## config.mk

```make
export PLATFORM = sky130hd
export DESIGN_NAME = dmem_lsu
export DESIGN_NICKNAME = d
export VERILOG_FILES = /design/src/rtl/dmem_lsu_pkg.sv /design/src/rtl/dmem_lane_merge.sv /design/src/rtl/dmem_lsu.sv
export SDC_FILE = /design/constraint.sdc
export NUM_CORES = 1
export LEC_CHECK = 0
export CORE_ASPECT_RATIO = 1.25
export CORE_MARGIN = 2
export CORE_UTILIZATION = 35
export DETAILED_ROUTE_END_ITERATION = 10
export HOLD_SLACK_MARGIN = 0.1
export PLACE_DENSITY_LB_ADDON = 0.25
export REMOVE_ABC_BUFFERS = 1
export SYNTH_ARGS = -nofsm -noshare
export SYNTH_HDL_FRONTEND = slang
export SYNTH_SLANG_ARGS = --single-unit
```

## constraint.sdc

```tcl
create_clock -name Clk -period 2.3 [get_ports Clk]
set_clock_uncertainty 0.1 [all_clocks]
set_input_delay 0.575 -clock Clk [delete_from_list [all_inputs] [get_ports Clk]]
set_output_delay 0.575 -clock Clk [all_outputs]
set_load 0.05 [all_outputs]
```

## src/rtl/dmem_lsu_pkg.sv

```systemverilog
// Shared encodings and lane helpers for the DMem load/store unit.
// Big-endian lanes: byte offset 0 is bits [31:24].
package dmem_lsu_pkg;

   typedef enum logic [1:0] {
      SIZE_BYTE = 2'b00,
      SIZE_HALF = 2'b01,
      SIZE_WORD = 2'b10,
      SIZE_RSVD = 2'b11
   } size_e;

   typedef enum logic [2:0] {
      ST_IDLE,
      ST_LOAD,
      ST_STORE,
      ST_RMW_RD,
      ST_RMW_WR,
      ST_RESP
   } state_e;

   // Lane-enable bit i covers bits [8i+7:8i]; offset 0 lands on lane 3.
   localparam logic [3:0] LANE_BYTE = 4'b1000;
   localparam logic [3:0] LANE_HALF = 4'b1100;
   localparam logic [3:0] LANE_WORD = 4'b1111;

   function automatic logic [3:0] lane_mask(input logic [1:0] size, input logic [1:0] off);
      case (size)
         SIZE_BYTE: lane_mask = LANE_BYTE >> off;
         SIZE_HALF: lane_mask = LANE_HALF >> off;
         default:   lane_mask = LANE_WORD;
      endcase
   endfunction

   function automatic logic is_misaligned(input logic [1:0] size, input logic [1:0] off);
      case (size)
         SIZE_HALF: is_misaligned = off[0];
         SIZE_BYTE: is_misaligned = 1'b0;
         default:   is_misaligned = |off;
      endcase
   endfunction

   function automatic logic [1:0] align_offset(input logic [1:0] size, input logic [1:0] off);
      case (size)
         SIZE_BYTE: align_offset = off;
         SIZE_HALF: align_offset = {off[1], 1'b0};
         default:   align_offset = 2'b00;
      endcase
   endfunction

endpackage

```

## src/rtl/dmem_lane_merge.sv

```systemverilog
// Combinational lane logic: load extraction/extension and store lane merge.
module dmem_lane_merge
   import dmem_lsu_pkg::*;
(
   input  logic [31:0] word,
   input  logic [31:0] wdata,
   input  logic [1:0]  off,
   input  logic [1:0]  size,
   input  logic        uns,
   output logic [31:0] load_val,
   output logic [31:0] store_word
);

   logic [31:0] shifted;
   logic [31:0] rep;
   logic [3:0]  mask;
   logic        sign;

   // Shift the addressed lane(s) up to the top so extraction is offset-free.
   assign shifted = word << {off, 3'b000};
   assign sign    = ~uns & shifted[31];
   assign mask    = lane_mask(size, off);

   always_comb begin
      load_val = shifted;
      rep      = wdata;
      case (size)
         SIZE_BYTE: begin
            load_val = {{24{sign}}, shifted[31:24]};
            rep      = {4{wdata[7:0]}};
         end
         SIZE_HALF: begin
            load_val = {{16{sign}}, shifted[31:16]};
            rep      = {2{wdata[15:0]}};
         end
         default: begin
            load_val = word;
            rep      = wdata;
         end
      endcase
   end

   always_comb begin
      store_word = word;
      for (int i = 0; i < 4; i++) begin
         store_word[8*i +: 8] = mask[i] ? rep[8*i +: 8] : word[8*i +: 8];
      end
   end

endmodule

```

## src/rtl/dmem_lsu.sv

```systemverilog
// Load/store initiator between the CPU MEM stage and word-addressed DMem.
// DMEM_LSU_ALIGN_TRAP_EN: trap misaligned accesses (RespErr) instead of force-aligning them.
module dmem_lsu
   import dmem_lsu_pkg::*;
#(
   parameter int ADDRESS_WIDTH = 16,
   parameter int DATA_WIDTH    = 32
)
(
   input  logic                     Clk,
   input  logic                     Rst_n,
   input  logic                     ReqValid,
   output logic                     ReqReady,
   input  logic                     ReqWrite,
   input  logic [1:0]               ReqSize,
   input  logic                     ReqUnsigned,
   input  logic [31:0]              ReqAddr,
   input  logic [DATA_WIDTH-1:0]    ReqWData,
   output logic                     RespValid,
   output logic [DATA_WIDTH-1:0]    RespData,
   output logic                     RespErr,
   output logic [ADDRESS_WIDTH-1:0] MemAddress,
   output logic [DATA_WIDTH-1:0]    MemWriteData,
   output logic                     MemWrite,
   input  logic [DATA_WIDTH-1:0]    MemData
);

   state_e                state, next_state;
   logic [1:0]            size_q, off_q, req_size, req_off;
   logic                  uns_q, req_mis, accept;
   logic [DATA_WIDTH-1:0] load_val, store_word;
   logic                  unused_addr_bits;

   assign unused_addr_bits = ^ReqAddr[31:ADDRESS_WIDTH+2];
   assign req_size = (ReqSize == SIZE_RSVD) ? SIZE_WORD : ReqSize;
   assign accept   = ReqValid && (state == ST_IDLE);
   assign ReqReady = (state == ST_IDLE);
   assign RespValid = (state == ST_RESP);

`ifdef DMEM_LSU_ALIGN_TRAP_EN
   assign req_mis = is_misaligned(req_size, ReqAddr[1:0]);
   assign req_off = ReqAddr[1:0];

   always_ff @(posedge Clk or negedge Rst_n) begin
      if (!Rst_n)      RespErr <= 1'b0;
      else if (accept) RespErr <= req_mis;
   end
`else
   assign req_mis = 1'b0;
   assign req_off = align_offset(req_size, ReqAddr[1:0]);
   assign RespErr = 1'b0;
`endif

   always_comb begin
      next_state = state;
      case (state)
         ST_IDLE: begin
            if (ReqValid) begin
               if (req_mis)                 next_state = ST_RESP;
               else if (!ReqWrite)          next_state = ST_LOAD;
               else if (req_size == SIZE_WORD) next_state = ST_STORE;
               else                         next_state = ST_RMW_RD;
            end
         end
         ST_LOAD:   next_state = ST_RESP;
         ST_STORE:  next_state = ST_RESP;
         ST_RMW_RD: next_state = ST_RMW_WR;
         ST_RMW_WR: next_state = ST_RESP;
         ST_RESP:   next_state = ST_IDLE;
         default:   next_state = ST_IDLE;
      endcase
   end

   // MemWriteData doubles as the held store data until the RMW read returns.
   dmem_lane_merge u_merge (
      .word       (MemData),
      .wdata      (MemWriteData),
      .off        (off_q),
      .size       (size_q),
      .uns        (uns_q),
      .load_val   (load_val),
      .store_word (store_word)
   );

   always_ff @(posedge Clk or negedge Rst_n) begin
      if (!Rst_n) begin
         state        <= ST_IDLE;
         MemWrite     <= 1'b0;
         MemAddress   <= '0;
         MemWriteData <= '0;
         RespData     <= '0;
      end else begin
         state    <= next_state;
         MemWrite <= (next_state == ST_STORE) || (next_state == ST_RMW_WR);
         if (accept) begin
            MemAddress <= ReqAddr[ADDRESS_WIDTH+1:2];
            if (ReqWrite && !req_mis) MemWriteData <= ReqWData;
         end
         if (state == ST_RMW_RD) MemWriteData <= store_word;
         if (state == ST_LOAD)   RespData     <= load_val;
      end
   end

   always_ff @(posedge Clk) begin
      if (accept) begin
         size_q <= req_size;
         off_q  <= req_off;
         uns_q  <= ReqUnsigned;
      end
   end

endmodule

```

# --- Yosys cells after proc, flatten, opt, wreduce, memory -nomap -nowiden ---
# Index checks and enable logic that the tools add are counted.
totals:
  reg_bits: 89
  input_bits: 103
op_classes:
  eq_ne: 16
  n_shift: 3
  n_mux: 16
  bitwise_logic: 2
  reduce_logical: 12
op_table:
  columns: ["cell", "count"]
  rows:
  - ["one-hot mux 32 bit (2 select lines)", 2]
  - ["two-way mux 32 bit", 3]
  - ["two-way mux 8 bit", 4]
  - ["<< shifter 32 x 5 -> 32 bit", 1]
  - ["equality test 3 x 2 -> 1 bit, second input constant", 3]
  - ["equality test 3 bit, second input constant", 3]
  - ["one-hot mux 3 bit (3 select lines)", 1]
  - ["AND reduction 3 bit", 3]
  - ["!= test 4 bit, second input constant", 2]
  - ["one-hot mux 4 bit (2 select lines)", 1]
  - [">> shifter 4 x 2 -> 4 bit, first input constant", 2]
  - ["!= test 3 bit, second input constant", 2]
  - ["equality test 2 x 1 -> 1 bit, second input constant", 2]
  - ["equality test 2 bit, second input constant", 2]
  - ["logical NOT 2 bit", 2]
  - ["two-way mux 2 bit", 2]
  - ["one-hot mux 2 bit (2 select lines)", 1]
  - ["AND reduction 4 bit", 1]
  - ["nonzero test 2 bit", 2]
  - ["equality test 3 x 1 -> 1 bit, second input constant", 1]
  - ["logical NOT 3 bit", 1]
  - ["two-way mux 3 bit", 1]
  - ["OR reduction 3 bit", 1]
  - ["!= test 2 bit, second input constant", 1]
  - ["5 further kinds", 5]

# --- Depth between registers and ports, before layout ---
depth:
  ltp_word: 9
  depth_mapped: 7
  mapped_depth_nobuf: 4

# --- Cells and area by module ---
# A second synthesis with hierarchy kept.
unflattened:
  hier_cells: 468
  area_unflattened_um2: 5122.4
modules_own_cells:
  columns: ["module", "n_inst", "cells_per_inst", "area_per_inst_um2"]
  rows:
  - ["dmem_lsu", 1, 237, 3632.2]
  - ["dmem_lane_merge", 1, 231, 1490.2]

# --- Least setup slack after synthesis ---
# No wires, ideal clock.
synth_timing:
  path_type: "register to output"
  start: "register state[1]"
  end: "output port ReqReady"
  arrival_time_ns: 1.695
  t_required_ns: 1.625
  path_slack_ns: -0.070
  stages_incl_launch_ff: 3
  path_buffers: 1
  path_cell_list: "dfrtp_1 -> buf_2 -> nor3_1"
synth_between:
  elab_chain_cells: 1
synth_lines:
  columns: ["item", "line_no", "text"]
  rows:
  - ["start: declaration", "dmem_lsu.sv:28", "state_e state, next_state;"]
  - ["start signal: assignment", "dmem_lsu.sv:93", "state <= next_state;"]
  - ["logical NOT 3 bit", "dmem_lsu.sv:37", "assign ReqReady = (state == ST_IDLE);"]
  - ["end: declaration", "dmem_lsu.sv:13", "output logic ReqReady,"]
# Every way passes these cells.

# --- Final worst setup path ---
layout_timing:
  start: "register MemWriteData[11]"
  end: "output port MemWriteData[11]"
layout_lines:
  columns: ["item", "line_no", "text"]
  rows:
  - ["start: declaration", "dmem_lsu.sv:23", "output logic [DATA_WIDTH-1:0] MemWriteData,"]
  - ["start signal: assignment", "dmem_lsu.sv:97", "if (ReqWrite && !req_mis) MemWriteData <= ReqWData;"]
  - ["start signal: assignment", "dmem_lsu.sv:99", "if (state == ST_RMW_RD) MemWriteData <= store_word;"]
# No word-level cell between the ends.

==> metrics <==
status=finished, final reports clean; WHS Path Cells=1; routed vias/inst=5.37; Worst VDD drop=around 0.84 mV; Final ANT Viol Nets=0; Comb power frac=between 50 and 60%; Die Span Y=between 100 and 150 um; row count=47; unrepaired setup endpoints after global routing=no; CTS tree=built; final core utilization=a little over half; Pwr Total=around 11 mW; initial antenna violation count=0; startpoint types=register; hold slack=a little under 0.4 ns; most frequent cells in the layout=clkdlybuf4s50_1, nand2_1, dfrtp_1; Synth Area per Inst=9.61 sq um; Crit Path Max Fanout=3; Cell Area, Placed=about 7000 sq um; CTS sink count=89; Final #Nets=a little under 800; MaxCap Viol Count=0; Ys Warns=0; Initial Util=between 30% and 40%; Inst Count DP=838; Post-Route WL=~17000 um; Final Setup Violations=0; clock root cell=clkbuf_16; Filler Cells Inserted=roughly 1200; Cell variety after synth=48; max_slew headroom=between 50% and 60%; Iteration-0 DRC Markers=between 200 and 300; Clk Latency, worst-skew pair=approximately 0.34 ns; Worst Path Buf+Inv=1; clock buffer depth=2; largest cells by area after synthesis=dfrtp_1, mux2_2, nand2_1; Async SR Flop Fraction=94.4%; Worst Tran Pin Value=just over 0.6 ns; Cells after Synth=roughly 500; reg2reg end=MemWriteData[9]; RR Startpoint=size_q[1]; num ports=~190; Max Freq=approximately 450 MHz; share of cells above drive strength 1=a little under a fifth; Final Cycle Share=between 90% and 100%; CP Capture Type=output port; slowest CP cell=clkdlybuf4s50_1; sequential share of power=a little over a quarter; Pleak=between 2 and 3 nW; die area=14500 sq um; depth of the CTS H-tree=3; minimum clock period after layout=approximately 2.2 ns; ANT cells=0; vias in the first global route=roughly 4700; Synth Flop Type=dfrtp_1; Final Non-Filler Cells=roughly 860; Yosys top cell area share=about 44%; clock slew at reported path FFs=~0.060 ns; HP Start=MemWriteData[21]; Top Family by Delay on Critical Path=buffers and inverters; share of total power in the clock network=between 15 and 20%; Pre-Repair DR Iteration Count=4; r2r setup slk=roughly 0.29 ns; fin. max-slew vios=0; Worst Path Arrival=approximately 1.6 ns; internal power=about 5.6 mW; Routability Congestion=between 0.8 and 0.9; switching power total=5.17 mW; Vias=4592; IO Port Bufs=approximately 170; slowest stage delay, CP=roughly 0.82 ns; largest net degree at the start of global routing=between 50 and 60; P&R area growth vs syn=51.0%; Num CTS Buffers=9; crit path kind=reg -> out; final hold vios=0; HP Class=reg -> reg; number of flops mapped to enable cells by yosys=5; Seq/Total Area, Yosys=between 40 and 50%; synthesized cell area=4760 sq um; grt ovf=0; CP cell instances=clkdlybuf4s50_1; commonest non-fill, non-tap cell in the layout=clkdlybuf4s50_1; fin area=slightly above 7000 sq um; FF/Latch Area=2250 sq um; GRT Total Usage=roughly 23%; total power divided by cell area=between 1000 and 1500 nW/um^2; WL/cell=19.4 um; cell count of the worst reg-to-reg path=5; area taken by multi-input logic gates=about 2300 sq um; first-pass GRT wire length=around 25000 um; Yosys reg bits=89; Core Box Area=~13000 sq um; Switching Share=between 40% and 50%; Die W=~110 um; hold endpoint=MemWriteData[21]; required time of the worst setup path=1.62 ns; leading area contributor after synthesis=dfrtp_1; remaining routing DRC violations=0; HPWL after detailed placement=roughly 12000 um
==> worst max path at each step <==
stage / from / to / slack, ns / depth (start not counted)
2_1_floorplan: state[1] / RespData[7] / -0.57 / 4
3_3_place_gp: MemData[31] / RespData[7] / -0.13 / 5
3_5_place_dp: ReqValid / MemWriteData[2] / -0.12 / 6
4_1_cts: MemWriteData[11] / MemWriteData[11] / 0.05 / 1
5_1_grt: MemWriteData[11] / MemWriteData[11] / 0.03 / 1
6_report: MemWriteData[11] / MemWriteData[11] / 0.06 / 1
==> routing by layer <==
| layer | wire (um) | vias up | part of all wire, % | global-route usage [%] |
|---|---|---|---|---|
| met5 | 0 | - | 0 | 0 |
| met4 | 369 | 0 | 2.2 | 7.26 |
| met3 | 1220 | 21 | 7.4 | 5.73 |
| met2 | 8440 | 191 | 51 | 40.1 |
| met1 | 6570 | 2222 | 40 | 27.2 |
| li1 | - | 2158 | - | - |
==> power by group through the flow <==
stage               clock, mW  combinational (mW)  sequential [mW]
floorplan                   0                1.46             5.33
global placement            0                6.17             2.91
detailed placement          0                6.23             2.93
CTS                      1.66                6.24             2.91
global route             1.72                6.51             2.99
finish                   1.63                6.20             2.90
==> sequential cells by signal, indices dropped and copies added, names as in the netlist <==
signal,count
MemWriteData,32
RespData,32
MemAddress,16
state,3
off_q,2
size_q,2
MemWrite,1
uns_q,1
==> synthesized netlist by cell type, types with 4 or more instances <==
library cell / n
a31oi_1: 16
nor2b_1: 4
a32oi_1: 5
o2bb2ai_1: 8
nand4_1: 8
edfxtp_1: 5
o22a_1: 8
buf_2: 18
mux2_2: 29
a21oi_1: 30
mux2i_1: 10
nor2_1: 41
nand2_1: 86
mux2_1: 5
o22ai_1: 5
nand2b_1: 7
o21ai_0: 31
o21a_1: 9
clkbuf_1: 23
a211oi_1: 13
o311ai_0: 6
dfrtp_1: 84
==> kinds of logic after synthesis <==
| kind of cell | count (synthesis) | share of synthesized area (%) |
|---|---|---|
| compound gates | 149 | 21.1 |
| xor+xnor | 1 | 0.184 |
| buf+inv | 45 | 4.18 |
| flops | 89 | 47.4 |
| mux | 47 | 11.6 |
| other cells | 1 | 0.0789 |
| simple gates | 163 | 15.5 |
==> per-stage QoR <==
step / worst slack (ns) / TNS, ns
2_1_floorplan: -0.569 / -19.79
3_3_place_gp: -0.134 / -2.69
3_5_place_dp: -0.123 / -2.96
4_1_cts: 0.0494 / 0
5_1_grt: 0.0337 / 0
6_report: 0.0604 / 0
==> timing repair <==
action | CTS | global route
endpoints found under the setup margin | 2 | 0
buffers inserted | 0 | 0
hold buffers | 1 | 0
hold endpoints to repair | 24 | 0
gates resized for setup | 2 | 0
==> final cells by class <==
cell class,count,area share [%]
Inverter,2,0.105
Multi-Input combinational cell,361,32.2
Tap cell,171,2.98
Timing Repair Buffer,216,28.8
Clock buffer,11,3.52
Clock inverter,5,1.08
Sequential cell,89,31.4
(Power assumes the default switching activity.)
